[config.mk]
export PLATFORM = sky130hd
export DESIGN_NAME = pwm_out_gen
export DESIGN_NICKNAME = d
export VERILOG_FILES = /design/src/rtl/pwm_out_gen.sv
export SDC_FILE = /design/constraint.sdc
export NUM_CORES = 1
export LEC_CHECK = 0
export ABC_AREA = 1
export BUFFER_PORTS_ARGS = -buffer_cell sky130_fd_sc_hd__buf_2
export CORE_ASPECT_RATIO = 1.75
export CORE_MARGIN = 2
export CORE_UTILIZATION = 29
export CTS_BUF_LIST = sky130_fd_sc_hd__clkbuf_4 sky130_fd_sc_hd__clkbuf_8 sky130_fd_sc_hd__clkbuf_16
export CTS_CLUSTER_DIAMETER = 80
export DETAILED_ROUTE_END_ITERATION = 8
export PLACE_DENSITY = 0.5
export SYNTH_ARGS = -nofsm -noshare
export SYNTH_HDL_FRONTEND = slang
export SYNTH_SLANG_ARGS = --single-unit
[constraint.sdc]
create_clock -name clk -period 7.68 [get_ports clk]
set_clock_uncertainty 0.1 [all_clocks]
set_input_delay 0 -clock clk [delete_from_list [all_inputs] [get_ports clk]]
set_output_delay 0 -clock clk [all_outputs]
set_load 0.02 [all_outputs]
[src/rtl/pwm_out_gen.sv]
// RC/ESC PWM transmitter: 0..MAX_CMD command -> MIN..MIN+MAX*STEP cycle pulse every FRAME_CYCLES,
// with clamp, frame-boundary shadow load, arm gate and stale-command failsafe.
module pwm_out_gen #(
  parameter int FRAME_CYCLES   = 1000000,
  parameter int MIN_CYCLES     = 50000,
  parameter int STEP_CYCLES    = 50,
  parameter int MAX_CMD        = 1000,
  parameter int TIMEOUT_FRAMES = 5
) (
  input  logic        clk,
  input  logic        rst,
  input  logic [12:0] ratio,
  input  logic        ratio_valid,
  input  logic        arm,
  output logic        pwmsignal,
  output logic        frame_start,
  output logic        failsafe,
  output logic [12:0] active_ratio
);
  localparam int KW = 20;
  localparam int WW = 17;
  localparam int CW = 13;
  localparam int SW = $clog2(TIMEOUT_FRAMES + 1);

  localparam logic [KW-1:0] K_LAST    = KW'(FRAME_CYCLES - 1);
  localparam logic [CW-1:0] CMD_MAX   = CW'(MAX_CMD);
  localparam logic [WW-1:0] W_MIN     = WW'(MIN_CYCLES);
  localparam logic [WW-1:0] W_STEP    = WW'(STEP_CYCLES);
  localparam logic [SW-1:0] STALE_MAX = SW'(TIMEOUT_FRAMES);

  typedef enum logic [1:0] {HIGH, LOW, LOAD} phase_t;

  phase_t        state, state_nxt;
  logic [KW-1:0] k, width_last;
  logic [WW-1:0] width, cand_width;
  logic [CW-1:0] pending, cmd_clamped, eff;
  logic [SW-1:0] stale, stale_nxt;
  logic          pwm_d, load, gate;

  // Frame phase mirrors k: HIGH while k < width, LOAD on the final cycle.
  always_ff @(posedge clk) begin
    if (rst) state <= HIGH;
    else     state <= state_nxt;
  end

  assign width_last = KW'(width) - KW'(1);

  always_comb begin
    state_nxt = state;
    unique case (state)
      HIGH:    if (k == width_last)       state_nxt = LOW;
      LOW:     if (k == K_LAST - KW'(1))  state_nxt = LOAD;
      LOAD:                               state_nxt = HIGH;
      default:                            state_nxt = HIGH;
    endcase
  end

  always_comb begin
    pwm_d = (state == HIGH);
    load  = (state == LOAD);
  end

  assign cmd_clamped = (ratio > CMD_MAX) ? CMD_MAX : ratio;
  assign gate        = arm && !failsafe;
  assign eff         = gate ? pending : '0;

  always_comb begin
    stale_nxt = stale;
    if (ratio_valid)                     stale_nxt = '0;
    else if (load && stale < STALE_MAX)  stale_nxt = stale + SW'(1);
  end

  // cand_width tracks pending so the boundary load is a plain register copy.
  always_ff @(posedge clk) begin
    if (rst) begin
      k            <= '0;
      pwmsignal    <= 1'b0;
      frame_start  <= 1'b0;
      failsafe     <= 1'b1;
      active_ratio <= '0;
      width        <= W_MIN;
      cand_width   <= W_MIN;
      pending      <= '0;
      stale        <= STALE_MAX;
    end else begin
      k           <= load ? '0 : k + KW'(1);
      pwmsignal   <= pwm_d;
      frame_start <= (k == '0);
      stale       <= stale_nxt;
      failsafe    <= (stale_nxt >= STALE_MAX);
      if (ratio_valid) begin
        pending    <= cmd_clamped;
        cand_width <= W_MIN + WW'(cmd_clamped) * W_STEP;
      end
      if (load) begin
        active_ratio <= eff;
        width        <= gate ? cand_width : W_MIN;
      end
    end
  end
endmodule

==> impl_metrics.toml <==
[timing]
slew_viol_final = 0
worst_pin_slew_ps = 742
fin_crit_sh_pct = 53.9
setup_viol = 0
min_period_ps = 4140
rsz0062_at_grt = "no"
fin_hold_ws_ps = 7.05
tns_ps = 0
fmax_ghz = 0.242
hold_violations = 0
max_slew_margin_pct = 50.4
fin_ws_ps = 3540

[synth]
synth_area_leader_cell = "dfxtp_1"
yosys_warnings = 0
ys_seq_area_share_pct = 31.0
synth_area_leaders = "dfxtp_1, nand2_1, ha_1"
yosys_register_bits = 80
synth_cell_type_count = 42
synth_top_area_share_pct = 31.0
syn_area_per_cell_um2 = 6.96
syn_inst = 743
netlist_area_um2 = 5170

[layout]
multi_input_area_um2 = 2980
nFillCells = 1965
final_nets = 854
diodes = 0
seq_area_um2 = 1600
drive_above_1_share_pct = 9.86
stdcell_count = 1022
final_util_pct = 34.3
syn2layout_area_growth_pct = 15.9

[floorplanning]
core_um2 = 17500
dieArea_um2 = 19000
top_level_ports = 33
initial_core_util_pct = 29.6
die_h_um = 181
die_w_um = 105
core.rowCount = 64

[clock_network]
cts_max_level = 3
clock-root-buffer = "clkbuf_16"
cts_max_path_buffers = 2
cts_setup_buffers = 0
tritoncts = "done"
post_cts_resized = 0
cts_buffers = 9
clk_pin_slew_ps = 60
clk-insertion-delay-late_ps = 330
cts.sinks = 80

[job]
maxCapViolations = 0

[power]
clkPwrFrac_pct = 39.4
combPwrFrac_pct = 22.1
p_leak_nw = 2.92
powerDensity_nw_per_um2 = 191
power.share.switching_pct = 29.3
power.switching_uw = 336
irDropWorstVdd_mv = 0.0972
p_int_uw = 810
p_seq_share_pct = 38.5

[placed_design]
place_congestion = 0.818
place.port_buffers = 32
hpwl_um = 10400
dp_slack_ps = 3780
dp.cells = 996

[route]
wirelength_um = 12800
drc_errors = 0
antenna_left = 0
drt-pass1-iter-count = 4
via_count = 4490
post_drt_wl_per_cell_um = 12.6
routed_via_density = 4.39
dr.first_iter.drc_count = 140

[critical_path]
end_kind = "register"
arrival_ps = 4260
rr_endpoint = "width[16]"
reg2regPathDepth = 6
timing.rr.start = "state[1]"
criticalPathCategory = "primary input to register"
start_kind = "primary input"
cp_max_fo = 6
required_ps = 7800
rrSetupSlack_ps = 5500

[min_path]
worstHoldEndpoint = "pending[5]"
hold_depth = 2
min_path_type = "primary input to register"
min_from = "ratio_valid"

[outcome]
status = "completed"

[grt]
grt_usage_pct = 14.2
grt_overflow = 0
grt_max_degree = 31
antenna_found_initial = 0
grt_pass1_vias = 4586
grt_pass1_wl_um = 21600
[cell usage after synthesis (all sizes together)]
cell    count
nand3b      4
conb        2
nor4        3
o22ai       8
buf         6
a31oi       4
or2         1
xor2       18
nand2     156
o22a        1
fa          8
nand4      13
a22o        2
nor2       84
ha         43
xnor3       1
nor3        8
a21oi      42
inv       143
nor3b       2
nand3      42
o21bai      1
or3         1
o21ai      50
clkbuf      9
a22oi       2
a32o        1
clkinv      1
xnor2       6
dfxtp      80
o21a        1
[power groups by stage]
stage | clock network [mW] | registers, mW | logic, mW
2_1_floorplan | 0 | 0.451 | 0.192
3_3_place_gp | 0 | 0.451 | 0.253
3_5_place_dp | 0 | 0.451 | 0.252
4_1_cts | 0.466 | 0.441 | 0.257
5_1_grt | 0.483 | 0.443 | 0.295
6_report | 0.451 | 0.441 | 0.254
[through the flow]
| stage | area, µm² | total power, mW |
|---|---|---|
| global route | 5990 | 1.22 |
| finish | 5990 | 1.15 |
| floorplan | 5190 | 0.643 |
| CTS | 5990 | 1.17 |
| global placement | 5570 | 0.703 |
| detailed placement | 5570 | 0.703 |
[area by class of cell]
| cell class | instances | share of cell area (%) |
|---|---|---|
| Inverter | 144 | 9.02 |
| Clock inverter | 7 | 1.57 |
| Multi-Input combinational cell | 508 | 49.6 |
| Clock buffer | 9 | 3.76 |
| Sequential cell | 80 | 26.7 |
| Timing Repair Buffer | 43 | 4.47 |
| Tap cell | 231 | 4.82 |
[what timing repair did]
item / CTS / global route
hold buffers: 10 / 0
endpoints found under the setup margin: 0 / 0
hold endpoints to repair: 9 / 0
[sequential cells by signal, indices dropped and copies added (netlist names)]
name,flops
active_ratio,13
cand_width,13
failsafe,1
frame_start,1
k,20
pending,13
pwmsignal,1
stale,3
state,2
width,13
[worst max-delay path, stage by stage]
cell	delay (ps)
dlygate4sd3_1	540
buf_2	120
nor3_1	40
nor2_1	80
nor2_1	40
or3_1	300
nand2_1	120
inv_1	110
nand2_1	140
inv_1	80
ha_1	300
ha_1	270
inv_1	50
fa_1	510
inv_1	50
ha_1	380
nand2_1	150
nand2_1	60
nand2_1	120
nand4_1	150
nand2_4	130
nand2_2	70
nor2_4	120
nand2_2	80
nand3_1	70
nand2_1	50
nor2_1	100
nor2_1	40
[cell families (layout without fill, tap and decap cells)]
| group | count (synthesis) | in the layout | share of synthesized area (%) |
|---|---|---|---|
| AO/OA/AOI/OAI | 112 | 112 | 11.7 |
| XOR/XNOR | 25 | 25 | 4.50 |
| adder cells (fa/ha/maj) | 51 | 51 | 13.5 |
| buffers and inverters | 159 | 203 | 11.8 |
| flip-flops | 80 | 80 | 31.0 |
| other | 2 | 6 | 0.145 |
| AND/OR/NAND/NOR | 314 | 314 | 27.3 |
[routing by layer]
| metal | wire, µm | up-vias | GRT usage (%) |
|---|---|---|---|
| met5 | 0 | - | 0 |
| met4 | 409 | 0 | 6.51 |
| met3 | 104 | 20 | 1.37 |
| met2 | 7450 | 29 | 29.8 |
| met1 | 4880 | 2005 | 13.2 |
| li1 | - | 2436 | - |
[worst max path at each step]
stage,startpoint,endpoint,depth (start not counted)
finish,ratio[1],cand_width[16],28
CTS,ratio[3],cand_width[16],28
detailed placement,ratio[2],cand_width[16],27
global placement,ratio[2],cand_width[16],27
global route,ratio[1],cand_width[16],29
floorplan,ratio[3],cand_width[16],26
[cells in the final DEF, fill, tap and decap left out, drive strengths merged]
cell type,netlist,final
a31oi,4,4
o22ai,8,8
xnor3,1,1
ha,43,43
o21ai,50,50
nor3,8,8
or3,1,1
bufinv,0,2
inv,143,144
o22a,1,1
xor2,18,18
clkinv,1,3
nor3b,2,2
conb,2,6
nand3,42,42
nand4,13,13
nand3b,4,4
clkinvlp,0,2
a21oi,42,42
o21bai,1,1
nand2,156,156
nor2,84,84
nor4,3,3
buf,6,33
o21a,1,1
a32o,1,1
fa,8,8
a22o,2,2
clkbuf,9,9
dlygate4sd3,0,10
dfxtp,80,80
or2,1,1
xnor2,6,6
a22oi,2,2
Note: power is estimated with default switching activity, not from simulation.
